**src/rtl/mq_iu_cu_elastic_reg.sv**
```systemverilog
// Elastic register between the MQ coder IU and CU stages: a 2-entry skid buffer
// with valid/ready handshake, in-order kill and a saturating stall-cycle counter.
module mq_iu_cu_elastic_reg #(
    parameter int A_W     = 16,
    parameter int LZ_W    = 4,
    parameter int QE_W    = 16,
    parameter int CT_W    = 4,
    parameter int STALL_W = 16
) (
    input  logic               clk,
    input  logic               rst,
    input  logic               kill,
    input  logic               clr_stats,

    input  logic               in_valid,
    output logic               in_ready,
    input  logic [A_W-1:0]     in_a_shifted,
    input  logic [LZ_W-1:0]    in_lz,
    input  logic               in_csel,
    input  logic [QE_W-1:0]    in_qe,
    input  logic               in_set_ct,
    input  logic [CT_W-1:0]    in_ct_renorm,
    input  logic               in_coder_rst,
    input  logic               in_flush,

    output logic               out_valid,
    input  logic               out_ready,
    output logic [A_W-1:0]     out_a_shifted,
    output logic [LZ_W-1:0]    out_lz,
    output logic               out_csel,
    output logic [QE_W-1:0]    out_qe,
    output logic               out_set_ct,
    output logic [CT_W-1:0]    out_ct_renorm,
    output logic               out_coder_rst,
    output logic               out_flush,

    output logic [1:0]         occupancy,
    output logic [STALL_W-1:0] stall_cycles
);

    localparam int BW = A_W + LZ_W + 1 + QE_W + 1 + CT_W + 1 + 1;

    // Encoding chosen so the state register doubles as the occupancy count.
    typedef enum logic [1:0] {
        ST_EMPTY = 2'd0,
        ST_ONE   = 2'd1,
        ST_TWO   = 2'd2
    } state_t;

    state_t             r_state;
    logic [BW-1:0]      r_main;
    logic [BW-1:0]      r_skid;
    logic [STALL_W-1:0] r_stall;

    logic [BW-1:0]      w_in_bundle;
    logic               w_in_fire;
    logic               w_out_fire;
    logic               w_stall;
    logic               w_stall_sat;

    assign w_in_bundle = {in_a_shifted, in_lz, in_csel, in_qe,
                          in_set_ct, in_ct_renorm, in_coder_rst, in_flush};

    // Handshake flags decode only the state register; no out_ready -> in_ready path.
    assign in_ready  = (r_state != ST_TWO);
    assign out_valid = (r_state != ST_EMPTY);
    assign occupancy = r_state;

    assign w_in_fire   = in_valid & in_ready;
    assign w_out_fire  = out_valid & out_ready;
    assign w_stall     = out_valid & ~out_ready;
    assign w_stall_sat = &r_stall;

    always_ff @(posedge clk) begin
        if (rst) begin
            r_state <= ST_EMPTY;
            r_main  <= '0;
            r_skid  <= '0;
        end else if (kill) begin
            r_state <= ST_EMPTY;
        end else begin
            case (r_state)
                ST_EMPTY: begin
                    if (w_in_fire) begin
                        r_main  <= w_in_bundle;
                        r_state <= ST_ONE;
                    end
                end
                ST_ONE: begin
                    if (w_in_fire && w_out_fire) begin
                        r_main <= w_in_bundle;
                    end else if (w_in_fire) begin
                        r_skid  <= w_in_bundle;
                        r_state <= ST_TWO;
                    end else if (w_out_fire) begin
                        r_state <= ST_EMPTY;
                    end
                end
                ST_TWO: begin
                    if (w_out_fire) begin
                        r_main  <= r_skid;
                        r_state <= ST_ONE;
                    end
                end
                default: r_state <= ST_EMPTY;
            endcase
        end
    end

    always_ff @(posedge clk) begin
        if (rst || clr_stats) begin
            r_stall <= '0;
        end else if (w_stall && !w_stall_sat) begin
            r_stall <= r_stall + {{(STALL_W-1){1'b0}}, 1'b1};
        end
    end

    assign stall_cycles = r_stall;

    assign {out_a_shifted, out_lz, out_csel, out_qe,
            out_set_ct, out_ct_renorm, out_coder_rst, out_flush} = r_main;

endmodule

```
**config.mk**
```make
export PLATFORM = sky130hd
export DESIGN_NAME = mq_iu_cu_elastic_reg
export DESIGN_NICKNAME = d
export VERILOG_FILES = /design/src/rtl/mq_iu_cu_elastic_reg.sv
export SDC_FILE = /design/constraint.sdc
export NUM_CORES = 1
export LEC_CHECK = 0
export ABC_AREA = 1
export CORE_MARGIN = 2
export CORE_UTILIZATION = 35
export CTS_BUF_LIST = sky130_fd_sc_hd__clkbuf_8
export CTS_CLUSTER_DIAMETER = 60
export DETAILED_ROUTE_END_ITERATION = 12
export HOLD_SLACK_MARGIN = 0.12
export PLACE_DENSITY_LB_ADDON = 0.3
export SLEW_MARGIN = 20
export SYNTH_ARGS = -nofsm -noshare
export SYNTH_HDL_FRONTEND = slang
export SYNTH_SLANG_ARGS = --single-unit
```
**constraint.sdc**
```tcl
create_clock -name clk -period 2 [get_ports clk]
set_input_delay 0.4 -clock clk [delete_from_list [all_inputs] [get_ports clk]]
set_output_delay 0.4 -clock clk [all_outputs]
set_load 0.05 [all_outputs]
```
==> out/qor.yml, run 1 <==
floorplan:
  coreArea_sq_um: 13700
  fp.dieArea_sq_um: 14900
  start_util_pct: 35.5
  dieHeight_um: 122
  dieWidth_um: 122
  rows: 43
  pin_count: 114
detailed_routing:
  wirelength_um: 12000
  drtIter0Drc: 230
  num_vias: 4548
  wl_per_cell_um: 12.1
  viasPerCell: 4.59
  ant_nets: 0
  dr.pass1.iters: 4
  drc: 0
logic_synthesis:
  synth-main-ff-cell: "dfxtp_1"
  yosysMostFrequentCell: "nand2_1"
  yosysTopAreaCellShare_pct: 43.6
  postSynthAreaPerCell_sq_um: 6.93
  synth.distinct_cells: 24
  synthCells: 703
  ys.warnings.count: 0
  synthTopCellsByArea: "dfxtp_1 (44%), nand2_1 (11%), nor2_1 (10%), nand3b_1 (6.8%), a21oi_1 (5.4%)"
  synth-seq-area-share_pct: 43.6
  async_reset_ff_share_pct: 0
  synthesis.nets: 754
  ys_ff_latch: 106
  synth.cell_area_sq_um: 4870
  synth_edf_count: 0
  yosys.area.top_type: "dfxtp_1"
  yosys-top-cells-count: "nand2_1 (140), nor2_1 (130), dfxtp_1 (106)"
finish:
  final_cell_area_sq_um: 6490
  syn_to_final_growth_pct: 33.2
  n_antenna_cell: 0
  seq_area_sq_um: 2120
  fin_nets: 857
  drive_above_1_share_pct: 7.40
  multiInputGateArea_sq_um: 2330
  fillCellCount: 1431
grt:
  grt_max_degree: 66
  antenna_found_initial: 0
  grt_use_total_pct: 16.3
  grt_pass1_vias: 4017
  grt_pass1_wl_um: 19300
  grt_overflow: 0
sta:
  fin_worst_skew_ps: 7.60
  fin_crit_ps: 1960
  finalSetupViolations: 0
  relSlewSlack_pct: 64.3
  period_share_pct: 98.0
  slew_viol_final: 0
  finalSetupTns_ps: 0
  tightest_slew_ps: 535
  holdWs_ps: 448
  grt_setup_unrepaired: "no"
  fmax_mhz: 510
  fin_ws_ps: 40.5
  hold_viol: 0
setup_path:
  path_delay_family: "buffers and inverters"
  critPathMaxStageDelay_ps: 830
  end_kind: "output pin"
  cp_cell_sequence: "clkdlybuf4s50_1"
  worstPathArrival_ps: 1560
  worst-path-max-fanout: 2
  critPathKind: "flip-flop to output pin"
  path_buf_inv: 1
  critPathLaunchType: "flip-flop"
  cp_slowest_cell: "clkdlybuf4s50_1"
  critPathRequiredTime_ps: 1600
clock_network:
  post_cts_buffers: 0
  cts.sinks: 106
  root_buffer: "clkbuf_8"
  clockBufferDepth: 2
  ctsHtreeMaxLevel: 3
  cts_made_buffers: 9
  path_clk_slew_ps: 100
  clkLatencyLatePin_ps: 380
  cts_tree: "yes"
pwr:
  peakVddDrop_uv: 353
  p_total_mw: 4.55
  p_leak_nw: 2.71
  p_per_area_nw_per_um2: 701
  power.internal_mw: 3.19
  combPwrFrac_pct: 20.4
  clkPwrFrac_pct: 30.2
  p_switching_mw: 1.36
  switching_share_pct: 29.9
  seq_power_share_pct: 49.4
placed_design:
  dp_hpwl_um: 8290
  gp_congestion: 0.825
  port_buffers: 113
  place_ws_ps: 2.33
  placed_area_sq_um: 6280
flow_run:
  cap_violations: 0
status:
  outcome: "finished clean"
worst_hold_path:
  hold_class: "flip-flop to flip-flop"
cell type report:
type / instances / area share (%)
multi-input combinational: 497 / 35.9
timing repair buffer: 134 / 21.4
clock inverter: 6 / 1.02
sequential: 106 / 32.7
inverter: 58 / 3.36
tap: 180 / 3.47
clock buffer: 10 / 2.12
registers in the layout, indices dropped and copies added (netlist names):
name and flops:
occupancy 2, r_main 44, r_skid 44, stall_cycles 16
layout by cell type, fill, tap and decap left out, drive strengths merged:
master	instances
inv	59
clkdlybuf4s50	86
nand3b	44
dfxtp	106
dlymetal6s2s	6
ha	1
clkinv	2
o21ai	83
a21oi	54
nor2	132
nor3b	1
nand3	30
xor2	4
clkbuf	10
nand2	141
buf	31
xnor2	3
clkinvlp	2
dlygate4sd2	11
nand4	4
bufinv	1
kinds of logic after synthesis:
kind of cell | Yosys count | synth area share, %
buffers and inverters | 100 | 8.78
xor gates and xnor gates | 7 | 1.26
AOI/OAI and AO/OA | 137 | 14.3
adders and majority gates | 1 | 0.257
DFF | 106 | 43.6
and+or+nand+nor | 352 | 31.8
power groups by stage:
| stage | combinational [mW] | sequential, mW | clock [mW] |
|---|---|---|---|
| after global placement | 0.932 | 2.30 | 0 |
| final | 0.928 | 2.25 | 1.37 |
| after global routing | 1.01 | 2.26 | 1.50 |
| after detailed placement | 0.935 | 2.30 | 0 |
| after CTS | 0.939 | 2.25 | 1.43 |
| after floorplan | 0.316 | 2.55 | 0 |
stage by stage:
step | std cells | utilization [%]
final | 991 | 47.3
after global routing | 991 | 47.3
after CTS | 991 | 47.2
after detailed placement | 975 | 45.8
after global placement | 975 | 45.8
after floorplan | 703 | -
path summary, 6_finish.rpt:
path	startpoint	to	slack, ps	depth (start not counted)
hold / removal	r_skid[0]	r_skid[0]	450	2
hold reg to reg	r_skid[0]	r_skid[0]	450	2
setup / recovery	r_main[7]	out_qe[0]	40	1
setup reg to reg	stall_cycles[1]	stall_cycles[11]	330	7
per-layer routing:
metal  routed length (um)  share of wire, %  vias to the layer above  track usage, %
li1                     -                 -                     2452               -
met1                 5780                48                     1991            22.0
met2                 5500                46                       93            26.0
met3                  523               4.4                       12            2.81
met4                  189               1.6                        0            6.47
met5                    0                 0                        -               0
repair_timing:
item	CTS	global route
hold buffers	0	0
endpoints found under the setup margin	11	6
gates resized for setup	11	6
No activity file was read; power rests on OpenSTA's default activity.
==> run 2: changes to the inputs <==
- CORE_UTILIZATION: 35 -> 50
==> run 2 against run 1 <==
Clock skew rose by 3.1 ps. Register-to-register slack is essentially flat. Wire length is 2.3% lower. Clock power rose by 4%. Sequential share of layout area rose by 0.16 points. Combinational power increased by 0.4%. Non-clock buffer count fell by 1. Fmax grew 1.0%. Total power is 1.5% higher. First-iteration DRC count fell by 42%. Sequential power about the same.
==> out/qor.yml, run 2 (synthesis gave the netlist of run 1 again) <==
setup_path:
  end_kind: "output pin"  # unchanged
  reg2reg_to: "stall_cycles[13]"  # was stall_cycles[11]
  worstPathArrival_ps: 1540  # was 1560 ps
  path_buf_inv: 1  # unchanged
  path_delay_family: "buffers and inverters"  # unchanged
  critPathLaunchType: "flip-flop"  # unchanged
  critPathKind: "flip-flop to output pin"  # unchanged
  cp_cell_sequence: "clkdlybuf4s50_1"  # unchanged
  critPathRequiredTime_ps: 1600  # about the same
  worst-path-max-fanout: 2  # unchanged
  setup.worst_path.start: "r_main[43]"  # was r_main[7]
  reg2reg_from: "stall_cycles[1]"  # unchanged
  cp_slowest_cell: "clkdlybuf4s50_1"  # unchanged
  regToRegSetupSlack_ps: 330  # about the same
  ff2ff_path_depth: 9  # was 7
  critPathMaxStageDelay_ps: 850  # was 830 ps
sta:
  finalSetupTns_ps: 0  # unchanged
  fin_ws_ps: 60.4  # was 40.5 ps
  fin_crit_ps: 1940  # was 1960 ps
  period_share_pct: 97.0  # was 98.0%
  slew_viol_final: 0  # unchanged
  fin_worst_skew_ps: 10.7  # was 7.60 ps
  relSlewSlack_pct: 62.3  # was 64.3%
  hold_viol: 0  # unchanged
  tightest_slew_ps: 564  # was 535 ps
  fmax_mhz: 516  # was 510 MHz
  grt_setup_unrepaired: "no"  # unchanged
  finalSetupViolations: 0  # unchanged
finish:
  fin_util_pct: 67.3  # was 47.3%
  fillCellCount: 835  # was 1431
  n_antenna_cell: 0  # unchanged
  drive_above_1_share_pct: 7.04  # was 7.40%
  final_cell_mix: "nand2_1 (139), nor2_1 (130), dfxtp_1 (105), clkdlybuf4s50_1 (93)"  # was nand2_1 (138), nor2_1 (130), dfxtp_1 (105), clkdlybuf4s50_1 (86), a21oi_1 (53)
  layout_commonest_cell: "nand2_1"  # unchanged
  fin_nets: 856  # was 857
  syn_to_final_growth_pct: 32.5  # was 33.2%
floorplan:
  fp.dieArea_sq_um: 10600  # was 14900 sq um
  pin_count: 114  # unchanged
  coreArea_sq_um: 9590  # was 13700 sq um
  rows: 36  # was 43
  dieHeight_um: 103  # was 122 um
  start_util_pct: 50.8  # was 35.5%
  dieWidth_um: 103  # was 122 um
placed_design:
  place_ws_ps: 3.83  # was 2.33 ps
  port_buffers: 113  # unchanged
  dp_hpwl_um: 8090  # was 8290 um
  gp_congestion: 0.869  # was 0.825
grt:
  grt_use_total_pct: 22.8  # was 16.3%
  busiest_layer: "met2"  # unchanged
  grt_overflow: 0  # unchanged
  antenna_found_initial: 0  # unchanged
  grtUsageMet2_pct: 39.4  # was 26.0%
  grt_max_degree: 46  # was 66
  grt_util_met1_pct: 28.7  # was 22.0%
  grt_pass1_vias: 4446  # was 4017
  grt_pass1_wl_um: 19400  # was 19300 um
  grt_util_met3_pct: 5.29  # was 2.81%
detailed_routing:
  num_vias: 4716  # was 4548
  drtIter0Drc: 133  # was 230
  viasPerCell: 5.00  # was 4.59
  ant_nets: 0  # unchanged
  dr.pass1.iters: 4  # unchanged
  wirelength_um: 11700  # was 12000 um
  drc: 0  # unchanged
  wl_per_cell_um: 12.4  # was 12.1 um
worst_hold_path:
  hold_start: "r_skid[25]"  # was r_skid[0]
  hold_path_end: "r_skid[25]"  # was r_skid[0]
  whs_path_depth: 2  # unchanged
  hold_class: "flip-flop to flip-flop"  # unchanged
clock_network:
  post_cts_resized: 5  # was 11
  clockBufferDepth: 2  # unchanged
  ctsHtreeMaxLevel: 3  # unchanged
  cts_tree: "yes"  # unchanged
  root_buffer: "clkbuf_8"  # unchanged
  cts.sinks: 106  # unchanged
  post_cts_buffers: 0  # unchanged
  path_clk_slew_ps: 90  # was 100 ps
  clkLatencyLatePin_ps: 360  # was 380 ps
  ctsHoldBuffers: 0  # unchanged
  cts_made_buffers: 9  # unchanged
pwr:
  p_leak_nw: 2.69  # was 2.71 nW
  p_per_area_nw_per_um2: 715  # was 701 nW/um^2
  peakVddDrop_uv: 523  # was 353 uV
status:
  outcome: "finished clean"  # unchanged
flow_run:
  cap_violations: 0  # unchanged
run 2: changes by cell type in the layout (fill, tap and decap cells not counted), moves of 2 or more:
cell,delta
dlygate4sd2_1,-6
clkdlybuf4s50_1,+7
clkinvlp_4,-2
buf_4,-3
run 2: cell type report:
| cell class | count | area [sq um] | area share (%) |
|---|---|---|---|
| clock inverter | 6 | 81.3 | 1.26 |
| sequential | 106 | 2120 | 32.9 |
| timing repair buffer | 133 | 1400 | 21.7 |
| inverter | 58 | 218 | 3.37 |
| tap | 133 | 166 | 2.58 |
| multi-input combinational | 497 | 2320 | 36.0 |
| clock buffer | 10 | 138 | 2.13 |
run 2: metal layers:
metal,vias up,routed length (um)
met1,2134,5280
met2,116,5670
met5,-,0
met3,11,625
li1,2455,-
met4,0,149
run 2: metrics by stage:
| step | power [mW] | hold WS, ps | std cells | cell area, sq um |
|---|---|---|---|---|
| detailed placement | 3.23 | 441 | 927 | 6230 |
| global placement | 3.21 | 431 | 927 | 6230 |
| CTS | 4.66 | 455 | 943 | 6440 |
| finish | 4.62 | 451 | 943 | 6450 |
| floorplan | 2.87 | 425 | 703 | 4870 |
| global route | 4.83 | 472 | 943 | 6450 |
run 2: where the power goes:
group	internal [mW]	switching (mW)	total, mW
combinational	0.371	0.561	0.932
clock	0.734	0.699	1.43
sequential	2.21	0.0474	2.25
total	3.31	1.31	4.62
run 2: worst max-delay path by stage:
| stage | cells after the start | end |
|---|---|---|
| floorplan | 8 | r_main[10] |
| CTS | 1 | stall_cycles[12] |
| global placement | 11 | r_main[18] |
| finish | 1 | out_a_shifted[15] |
| global route | 1 | out_qe[2] |
| detailed placement | 11 | r_main[18] |
run 2: worst register-to-register path: cells and delay by family (launching register included):
family                     cells  cell delay, ps
buffers and inverters          1             150
AOI/OAI and AO/OA              1             150
adders and majority gates      1             240
and+or+nand+nor                6             630
DFF                            1             420
